===== src/rtl/apb_rr_arbiter.sv =====
// Round-robin arbiter sharing one APB master port between NUM_REQ requesters.
// Optional ACCESS-phase watchdog is enabled by defining APB_TIMEOUT_EN.
//
// state  | meaning
// IDLE   | no transfer; arbitrate, latch winner's command, pulse gnt_o
// SETUP  | command latched; APB setup phase (psel only) presented next
// ACCESS | APB setup then access phase visible; wait for pready_i
module apb_rr_arbiter #(
    parameter int NUM_REQ        = 4,
    parameter int AW             = 32,
    parameter int DW             = 32,
    parameter int TIMEOUT_CYCLES = 16
) (
    input  logic                  clk,
    input  logic                  rst,
    input  logic [NUM_REQ-1:0]    req_i,
    input  logic [NUM_REQ-1:0]    req_write_i,
    input  logic [NUM_REQ*AW-1:0] req_addr_i,
    input  logic [NUM_REQ*DW-1:0] req_wdata_i,
    output logic [NUM_REQ-1:0]    gnt_o,
    output logic [NUM_REQ-1:0]    done_o,
    output logic [DW-1:0]         rdata_o,
    output logic                  err_o,
    output logic                  psel_o,
    output logic                  penable_o,
    output logic                  pwrite_o,
    output logic [AW-1:0]         paddr_o,
    output logic [DW-1:0]         pwdata_o,
    input  logic                  pready_i,
    input  logic [DW-1:0]         prdata_i
);

    localparam int IDX_W = (NUM_REQ > 1) ? $clog2(NUM_REQ) : 1;

    if (NUM_REQ < 2 || NUM_REQ > 8 || TIMEOUT_CYCLES < 1) begin : g_param_check
        $error("apb_rr_arbiter: unsupported parameter set");
    end

    typedef enum logic [1:0] {
        IDLE   = 2'd0,
        SETUP  = 2'd1,
        ACCESS = 2'd2
    } state_t;

    state_t               state, state_d;
    logic [IDX_W-1:0]     ptr, ptr_d;
    logic [IDX_W-1:0]     owner, owner_d;
    logic [IDX_W-1:0]     cand;
    logic [IDX_W-1:0]     win_idx;
    logic [IDX_W-1:0]     win_next;
    logic                 win_found;
    logic [NUM_REQ-1:0]   win_oh;
    logic [NUM_REQ-1:0]   owner_oh;
    logic [AW-1:0]        win_addr;
    logic [DW-1:0]        win_wdata;
    logic                 win_write;

    logic [NUM_REQ-1:0]   gnt_d, done_d;
    logic                 psel_d, pen_d, pwrite_d, err_d;
    logic [AW-1:0]        paddr_d;
    logic [DW-1:0]        pwdata_d, rdata_d;

`ifdef APB_TIMEOUT_EN
    localparam int TMR_W = $clog2(TIMEOUT_CYCLES + 1);
    logic [TMR_W-1:0]     tmr, tmr_d;
`endif

    // First requesting index at or above the pointer, wrapping to 0.
    always_comb begin
        win_found = 1'b0;
        win_idx   = '0;
        cand      = '0;
        for (int i = 0; i < NUM_REQ; i++) begin
            cand = IDX_W'((int'(ptr) + i) % NUM_REQ);
            if (!win_found && req_i[cand]) begin
                win_found = 1'b1;
                win_idx   = cand;
            end
        end
    end

    assign win_next = (win_idx == IDX_W'(NUM_REQ - 1)) ? '0 : win_idx + 1'b1;

    always_comb begin
        win_oh    = '0;
        owner_oh  = '0;
        win_addr  = '0;
        win_wdata = '0;
        win_write = 1'b0;
        for (int k = 0; k < NUM_REQ; k++) begin
            owner_oh[k] = (owner == IDX_W'(k));
            if (win_idx == IDX_W'(k)) begin
                win_oh[k] = 1'b1;
                win_addr  = req_addr_i[k*AW +: AW];
                win_wdata = req_wdata_i[k*DW +: DW];
                win_write = req_write_i[k];
            end
        end
    end

    always_comb begin
        state_d  = state;
        ptr_d    = ptr;
        owner_d  = owner;
        gnt_d    = '0;
        done_d   = '0;
        err_d    = 1'b0;
        psel_d   = psel_o;
        pen_d    = penable_o;
        pwrite_d = pwrite_o;
        paddr_d  = paddr_o;
        pwdata_d = pwdata_o;
        rdata_d  = rdata_o;
`ifdef APB_TIMEOUT_EN
        tmr_d    = tmr;
`endif
        case (state)
            IDLE: begin
                psel_d = 1'b0;
                pen_d  = 1'b0;
                if (win_found) begin
                    state_d  = SETUP;
                    gnt_d    = win_oh;
                    owner_d  = win_idx;
                    ptr_d    = win_next;
                    paddr_d  = win_addr;
                    pwdata_d = win_wdata;
                    pwrite_d = win_write;
                end
            end
            SETUP: begin
                psel_d  = 1'b1;
                pen_d   = 1'b0;
                state_d = ACCESS;
            end
            ACCESS: begin
                // Outputs lag the state by one register, so the first ACCESS
                // cycle is the visible setup phase; pready_i only counts once
                // penable_o is actually high.
                if (!penable_o) begin
                    pen_d = 1'b1;
`ifdef APB_TIMEOUT_EN
                    tmr_d = TMR_W'(TIMEOUT_CYCLES - 1);
`endif
                end else if (pready_i) begin
                    psel_d  = 1'b0;
                    pen_d   = 1'b0;
                    done_d  = owner_oh;
                    state_d = IDLE;
                    if (!pwrite_o) begin
                        rdata_d = prdata_i;
                    end
                end
`ifdef APB_TIMEOUT_EN
                else if (tmr == '0) begin
                    psel_d  = 1'b0;
                    pen_d   = 1'b0;
                    done_d  = owner_oh;
                    err_d   = 1'b1;
                    state_d = IDLE;
                end else begin
                    tmr_d = tmr - 1'b1;
                end
`endif
            end
            default: begin
                state_d = IDLE;
                psel_d  = 1'b0;
                pen_d   = 1'b0;
            end
        endcase
    end

    always_ff @(posedge clk or negedge rst) begin
        if (!rst) begin
            state     <= IDLE;
            ptr       <= '0;
            owner     <= '0;
            gnt_o     <= '0;
            done_o    <= '0;
            err_o     <= 1'b0;
            psel_o    <= 1'b0;
            penable_o <= 1'b0;
            pwrite_o  <= 1'b0;
            paddr_o   <= '0;
            pwdata_o  <= '0;
            rdata_o   <= '0;
        end else begin
            state     <= state_d;
            ptr       <= ptr_d;
            owner     <= owner_d;
            gnt_o     <= gnt_d;
            done_o    <= done_d;
            err_o     <= err_d;
            psel_o    <= psel_d;
            penable_o <= pen_d;
            pwrite_o  <= pwrite_d;
            paddr_o   <= paddr_d;
            pwdata_o  <= pwdata_d;
            rdata_o   <= rdata_d;
        end
    end

`ifdef APB_TIMEOUT_EN
    always_ff @(posedge clk or negedge rst) begin
        if (!rst) begin
            tmr <= '0;
        end else begin
            tmr <= tmr_d;
        end
    end
`endif

endmodule

===== config.mk =====
export PLATFORM = sky130hd
export DESIGN_NAME = apb_rr_arbiter
export DESIGN_NICKNAME = d
export VERILOG_FILES = /design/src/rtl/apb_rr_arbiter.sv
export SDC_FILE = /design/constraint.sdc
export NUM_CORES = 1
export LEC_CHECK = 0
export CORE_AREA = 5 5 156 158
export DETAILED_ROUTE_END_ITERATION = 8
export DIE_AREA = 0 0 161 163
export GPL_ROUTABILITY_DRIVEN = 1
export PLACE_DENSITY = 0.66
export SLEW_MARGIN = 15
export SYNTH_ARGS = -nofsm -noshare
export SYNTH_HDL_FRONTEND = slang
export SYNTH_SLANG_ARGS = --single-unit

===== constraint.sdc =====
create_clock -name clk -period 2.6 [get_ports clk]
set_clock_uncertainty 0.1 [all_clocks]
set_input_delay 0.39 -clock clk [delete_from_list [all_inputs] [get_ports clk]]
set_output_delay 0.39 -clock clk [all_outputs]
set_load 0.03 [all_outputs]

* Word-level counts from Yosys, hierarchy flattened *
Cells that the tools add are included.
Widths: inputs -> output; s select.

operators by class
  mux-type cells = 48
  $lt $le $gt $ge = 4
  eq/ne operators = 11
  bitwise logic cells = 1
  reduce and logical (&&, ||, !) cells = 13
  add/sub/neg operators = 4

operators with widths
  operator             count
  $mux 32              8
  $mux 1               21
  $mux 4               5
  $mux 2               8
  $lt 2x3->1 const B   4
  $eq 2x2->1 const B   5
  $bmux 1 s2           4
  $eq 2x1->1 const B   3
  $logic_not 2->1      3
  $ne 2x2->1 const B   3
  $pmux 2 s3           1
  $add 2x1->2 const B  2
  $add 2x2->2 const B  2
  $reduce_and 2->1     2
  $reduce_and 4->1     1
  $logic_and 1x1->1    3
  $logic_not 1->1      3
  $reduce_and 3->1     1
  $pmux 1 s2           1
  $not 1->1            1

word-level totals
  logic and storage cells = 92
  register bits = 113

* Longest topological paths before layout *
Gate-level depths: netlist of run 1.

  word-level depth = 17
  gate-level depth with buffers = 10
  gate-level depth less buffers = 7

* Worst setup path after synthesis of run 1 *
OpenSTA, ideal clock, no wires.

  path kind = input-to-reg
  start point = input req_i[2]
  end point = register paddr_o[11]
  stages on the path = 9
  data required time = 2.418 ns
  setup time = 0.082 ns
  path buffers = 2
  arrival time = 2.312 ns
  setup slack = 0.106 ns
  cells stage by stage = nor2b_1 -> o21ai_0 -> and3_1 -> ha_1 -> clkbuf_1 -> clkbuf_1 -> a21oi_1 -> a221o_1 -> a31oi_1

on the way
  cells in the longest elaborated chain, start to end = 17

ends and longest elaborated chain
  item                          RTL line  text
  from (decl)                   16        input logic [NUM_REQ-1:0] req_i,
  $bmux 1 s2                    75        if (!win_found && req_i[cand]) begin
  $mux 1 (implied by the code)  75
  $mux 1                        75
  $logic_not 1->1               75
  $logic_and 1x1->1             75
  $mux 1                        75
  $logic_not 1->1               75
  $logic_and 1x1->1             75
  $mux 1                        75
  $logic_not 1->1               75
  $logic_and 1x1->1             75
  $mux 2 *                      75
  named net win_idx[0]          49        logic [IDX_W-1:0] win_idx;
  $logic_not 2->1               92        if (win_idx == IDX_W'(k)) begin
  $mux 32 (3 in series)         92
  $mux 32 *                     92
  to (signal assigned)          198       paddr_o <= paddr_d;
  to (decl)                     27        output logic [AW-1:0] paddr_o,

Mark *: on every way through the listed nets, which the timed path passes. The rest lies on a longest branch. The select of a mux whose other input is x is not followed.
A chain may end at the register's enable or synchronous reset.

* Final worst setup path of run 1 *
  start point = input req_i[2]
  end point = register pwdata_o[11]

on the way
  cells in the longest elaborated chain, start to end = 17

ends and longest elaborated chain
  item                          RTL line  text
  $bmux 1 s2                    75
  $mux 1 (implied by the code)  75
  $mux 1                        75
  $logic_not 1->1               75
  $logic_and 1x1->1             75
  $mux 1                        75
  $logic_not 1->1               75
  $logic_and 1x1->1             75
  $mux 1                        75
  $logic_not 1->1               75
  $logic_and 1x1->1             75
  $mux 2 *                      75
  named net win_idx[0]          49
  $logic_not 2->1               92
  $mux 32 (3 in series)         92
  $mux 32 *                     92
  to (signal assigned)          199       pwdata_o <= pwdata_d;
  to (decl)                     28        output logic [DW-1:0] pwdata_o,

Marks and branches as above.

==> results of run 1 <==
synth_stat cells, types with 2 or more instances:
library cell and instances:
nand3b_1 65, inv_1 66, clkbuf_1 66, a21boi_0 2, nor2_1 4, dfrtp_1 113
a221o_1 65, ha_1 4, buf_6 5, mux2_2 33, a31oi_1 65, nand2_1 69
and3_1 6, nor2b_1 4, o21bai_1 2, a21oi_1 131, buf_2 6
stage by stage:
step	instance area [um^2]	power, uW	worst slack (ns)	hold slack [ns]	util [%]
6_report	11700	14000	0.138	-0.0789	51.1
5_1_grt	11700	14900	0.00615	0.0244	51.1
4_1_cts	11700	14100	0.174	0.00158	51.1
3_5_place_dp	11200	11800	-0.256	0.375	48.7
3_3_place_gp	11200	11700	-0.159	0.371	48.7
2_1_floorplan	6540	8100	0.106	-0.00559	-
state kept, by name (all words and copies together), names as in the netlist:
register / cells
state: 2
pwrite_o: 1
done_o: 4
paddr_o: 32
penable_o: 1
rdata_o: 32
psel_o: 1
owner: 2
gnt_o: 4
pwdata_o: 32
ptr: 2
critical path: cells and delay by family:
kind,cells,cell delay [ns]
AND/OR/NAND/NOR,2,0.45
adder cells (fa/ha/maj),1,0.21
buffers and inverters,2,0.65
AO/OA/AOI/OAI,4,0.94
layer usage:
layer	up-vias	routed length [um]
met4	2	751
li1	3440	-
met3	41	2380
met1	3468	11000
met5	-	13
met2	328	14100
kinds of logic (layout without fill, tap and decap cells):
family | count (synthesis) | after routing | synth area share, %
other | 1 | 1 | 0.0574
AOI/OAI and AO/OA | 273 | 273 | 27.7
and+or+nand+nor | 156 | 156 | 13.5
muxes | 33 | 33 | 5.69
DFF | 113 | 113 | 43.3
buffers and inverters | 145 | 554 | 9.07
adders and majority gates | 4 | 4 | 0.766
power groups by stage:
stage	sequential [uW]	clock, uW	combinational, uW
floorplan	4700	0	3400
global placement	3140	0	8560
detailed placement	3170	0	8660
CTS	3160	2290	8680
global route	3280	2370	9210
finish	3150	2240	8590
layout make-up:
class / count / share of cell area, %
sequential: 113 / 24.1
tap: 290 / 3.09
clock buffer: 19 / 3.77
timing repair buffer: 456 / 39.0
inverter: 66 / 2.11
clock inverter: 13 / 0.948
multi-input combinational: 467 / 27.0
path summary, 6_finish.rpt:
kind	from	to	depth (start not counted)
worst max register to register	ptr[0]	pwdata_o[11]	8
min in group clk	owner[0]	done_o[2]	1
worst min register to register	owner[0]	done_o[2]	1
worst max-delay path	req_i[2]	pwdata_o[11]	9
worst min-delay path	rst	pwdata_o[12]	2
max in group asynchronous	rst	paddr_o[3]	2
==> flow_metrics.tcl, run 1 <==
set metrics [dict create \
    r2r_setup_slack_ns 0.23 \
    drc 0 \
    die_height_um 163 \
    port_buffers 405 \
    ios 407 \
    layout_commonest_cell "clkdlybuf4s50_1" \
    synthArstFlopShare_pct 100 \
    critical_path.startpoint_type "input port" \
    initial_utilization_pct 28.4 \
    post-cts-setup-buffers 0 \
    cellPowerDensity_nw_per_um2 1190 \
    cp_max_fo 55 \
    slowest_delay_ns 0.42 \
    cts_resized 0 \
    root_buffer "clkbuf_16" \
    fp.coreArea_um2 23000 \
    top_usage_layer "met2" \
    dr.first_iter.drc_count 414 \
    setup_tns_ns 0 \
    finalCritPeriodShare_pct 94.7 \
    maxSlewHeadroom_pct 51.5 \
    syn_avg_cell_area_um2 9.02 \
    grt_first_pass_wirelength_um 42900 \
    avgRoutedWirePerCell_um 19.8 \
    yosysTopAreaCellShare_pct 43.3 \
    vias_per_cell 5.11 \
    ctsHoldBuffers 0 \
    final_cell_mix "404 x clkdlybuf4s50_1, 131 x a21oi_1, 113 x dfrtp_1, 69 x nand2_1, 66 x inv_1" \
    grt_util_all_layers_pct 20.7 \
    cts_sinks 113 \
    synth_fp_nets 1028 \
    path_cells "clkdlybuf4s50_1, nor2b_1, o21ai_0, and3_1, ha_4, buf_12, a21oi_1, a221o_1, a31oi_1" \
    fin_crit_ns 2.46 \
    holdCritPathClass "in -> async" \
    postRouteAntennaNets 0 \
    netlist_top_cells_area "dfrtp_1 43%, a21oi_1 10%, a221o_1 10%, nand3b_1 7.5%, a31oi_1 6.2%" \
    setup_viol 0 \
    drt_pass1_iterations 5 \
    cts_buffer_depth 2 \
    p_clk_share_pct 16.0 \
    p_int_uw 7880 \
    ir_worst_vdd_mv 0.466 \
    dieArea_um2 26200 \
    antenna_found_initial 1 \
    area_growth_pct 79.7 \
    outcome "finished with violations" \
    routed-via-count 7279 \
    yosys_warnings 0 \
    critPathArrivalTime_ns 2.68 \
    first_global_vias 7579 \
    clk_pin_slew_ns 0.06 \
    hpwlAfterDp_um 20900 \
    slew_violations 0 \
    multi_input_area_um2 3170 \
    met3_usage_pct 6.02 \
    grt_start_max_net_pins 114 \
    fin_hold_ws_ns -0.0789 \
    rows 56 \
    tritoncts "yes" \
    nets 1424 \
    yosys.area.top_type "dfrtp_1" \
    p_leak_uw 0.00473 \
    synth-seq-cells 113 \
    p_comb_share_pct 61.5 \
    numPlacedInstances 1392 \
    drt_wl_total_um 28200 \
    synth_edf_count 0 \
    final-hold-violation-count 34 \
    violations "hold timing" \
    synth_area_um2 6540 \
    rsz0062_at_grt "false" \
    end_kind "register" \
    seq_power_share_pct 22.5 \
    finalNonFillerCells 1424 \
    die-width_um 161 \
    p_sw_share_pct 43.7 \
    cts_made_buffers 17 \
    ys.flop_type "dfrtp_1" \
    grt_overflow_total 0 \
    clock_latency_ns 0.40 \
    final.fill_count 2175 \
    p_switching_uw 6100 \
    crit_required_ns 2.82 \
    worstMarginPinSlew_ns 0.727 \
    max-cap-violations 0 \
    regArea_um2 2830 \
    place_congestion 0.858 \
    path_class "in -> reg" \
    met2_usage_pct 36.3 \
    met1_usage_pct 24.3 \
    synthesis.instances 725 \
    slowest_stage "clkdlybuf4s50_1" \
    h-tree-depth 4 \
    yosysUniqueCellTypes 36 \
    diodes 0 \
    max_freq_mhz 406 \
    drive_above_1_share_pct 11.0 \
    seq_area_frac_synth_pct 43.3 \
]
(Power assumes the default switching activity.)
==> run 2: changes to the inputs <==
--- a/config.mk
+++ b/config.mk
@@ -5,7 +5,9 @@
 export SDC_FILE = /design/constraint.sdc
 export NUM_CORES = 1
 export LEC_CHECK = 0
+export CAP_MARGIN = 20
 export CORE_AREA = 5 5 156 158
+export CTS_BUF_LIST = sky130_fd_sc_hd__clkbuf_8
 export DETAILED_ROUTE_END_ITERATION = 8
 export DIE_AREA = 0 0 161 163
 export GPL_ROUTABILITY_DRIVEN = 1
==> flow_metrics.tcl, run 2 (same netlist as run 1, synthesis figures left out) <==
set metrics [dict create \
    hpwlAfterDp_um 20900 \
    tritoncts "yes" \
    crit_required_ns 2.83 \
    p_leak_uw 0.00465 \
    slew_violations 0 \
    drc 0 \
    cp_max_fo 51 \
    multi_input_area_um2 3170 \
    final_util_pct 50.3 \
    worstMarginPinSlew_ns 0.701 \
    critPathArrivalTime_ns 2.67 \
    vias_per_cell 5.08 \
    dpl_worst_slack_ns -0.256 \
    cts_buffer_depth 2 \
    avgRoutedWirePerCell_um 19.8 \
    slowest_stage "clkdlybuf4s50_1" \
    reg_top3 "paddr_o x32, pwdata_o x32, rdata_o x32" \
    outcome "completed" \
    area_growth_pct 76.9 \
    p_switching_uw 6030 \
    p_clk_share_pct 12.0 \
    final_cell_mix "404 x clkdlybuf4s50_1, 131 x a21oi_1, 113 x dfrtp_1, 69 x nand2_1, 67 x inv_1" \
    dieArea_um2 26200 \
    seq_power_share_pct 23.5 \
    postRouteAntennaNets 0 \
    fin_ws_ns 0.158 \
    rows 56 \
    post-cts-setup-buffers 0 \
    grt_util_all_layers_pct 20.7 \
    antenna_found_initial 0 \
    numPlacedInstances 1392 \
    diodes 0 \
    met3_usage_pct 5.85 \
    critical_path.startpoint_type "input port" \
    met1_usage_pct 24.4 \
    slowest_delay_ns 0.42 \
    final-hold-violation-count 0 \
    final_area_um2 11600 \
    max-cap-violations 0 \
    p_comb_share_pct 64.5 \
    clk_pin_slew_ns 0.08 \
    p_total_uw 13300 \
    initial_utilization_pct 28.4 \
    rsz0062_at_grt "false" \
    worst-path-buf-inv 2 \
    p_sw_share_pct 45.2 \
    maxSlewHeadroom_pct 53.3 \
    placed_cell_area_um2 11200 \
    fp.coreArea_um2 23000 \
    die-width_um 161 \
    dr.first_iter.drc_count 458 \
    drive_above_1_share_pct 11.0 \
    end_kind "register" \
    routed-via-count 7235 \
    place_congestion 0.858 \
    drt_pass1_iterations 4 \
    path_cells "clkdlybuf4s50_1, nor2b_1, o21ai_0, and3_1, ha_4, buf_12, a21oi_1, a221o_1, a31oi_1" \
    grt_overflow_total 0 \
    max_freq_mhz 410 \
    ir_worst_vdd_mv 0.437 \
    finalNonFillerCells 1425 \
    cts_made_buffers 17 \
    met2_usage_pct 36.2 \
    layout_commonest_cell "clkdlybuf4s50_1" \
    top_usage_layer "met2" \
    finalCritPeriodShare_pct 93.9 \
    path_class "in -> reg" \
    holdCritPathClass "reg -> reg" \
    ios 407 \
    first_global_vias 7568 \
    grt_first_pass_wirelength_um 42800 \
    cp_top_family "compound AO/OA/AOI/OAI gates" \
    h-tree-depth 4 \
    cts_sinks 113 \
    fin_crit_ns 2.44 \
    drt_wl_total_um 28200 \
    final.fill_count 2194 \
    die_height_um 163 \
    cellPowerDensity_nw_per_um2 1150 \
    root_buffer "clkbuf_8" \
    grt_start_max_net_pins 114 \
    regArea_um2 2830 \
    port_buffers 405 \
    nets 1425 \
    setup_viol 0 \
    p_int_uw 7310 \
    clock_latency_ns 0.42 \
]
==> run 2: path summary, 6_finish.rpt <==
check	start	endpoint	slack, ns	depth (start not counted)
setup / recovery	req_i[2]	pwrite_o	0.16	9
hold / removal	owner[0]	done_o[2]	0.38	1
setup reg to reg	ptr[0]	pwrite_o	0.22	8
hold reg to reg	owner[0]	done_o[2]	0.38	1
max in group asynchronous	rst	paddr_o[3]	1.37	3
min in group asynchronous	rst	pwdata_o[21]	0.44	3
==> run 2: timing repair <==
item / in CTS / in global routing
endpoints found under the hold margin: 105 / 0
hold buffers: 1 / 0
resized for setup: 0 / 0
==> run 2: layer usage <==
layer	wire length [um]	up-vias
met2	13900	337
met3	2490	37
li1	-	3443
met1	11000	3418
met5	0	-
met4	758	0
==> run 2: power groups by stage <==
| stage | registers, uW | logic (uW) | clock network, uW |
|---|---|---|---|
| after floorplan | 4700 | 3400 | 0 |
| after global placement | 3140 | 8560 | 0 |
| after detailed placement | 3170 | 8660 | 0 |
| after CTS | 3150 | 8680 | 1650 |
| after global routing | 3270 | 9210 | 1730 |
| final | 3140 | 8600 | 1600 |
==> run 2: cell type report <==
cell class | instances | area share [%]
tap | 290 | 3.14
clock inverter | 14 | 0.996
timing repair buffer | 457 | 39.7
clock buffer | 18 | 2.14
inverter | 66 | 2.14
multi-input combinational | 467 | 27.4
sequential | 113 | 24.5
==> run 2: through the flow <==
step / setup TNS (ns) / hold slack [ns]
global placement: -6.89 / 0.371
global route: 0 / 0.400
CTS: 0 / 0.386
finish: 0 / 0.381
floorplan: 0 / -0.00559
detailed placement: -12.08 / 0.375
==> run 3: changes to the inputs <==
==> constraint.sdc (replaced) <==
create_clock -name clk -period 2.6 [get_ports clk]
set_clock_uncertainty 0.1 [all_clocks]
set_input_delay 0.39 -clock clk [delete_from_list [all_inputs] [get_ports clk]]
set_output_delay 0.39 -clock clk [all_outputs]
set_load 0.005 [all_outputs]
==> results of run 3 <==
The final DEF is identical to that of run 2. Status: completed.
Among the figures that moved: total power 13300 uW -> 11800 uW; worst IR drop on VDD 0.437 mV -> 0.411 mV
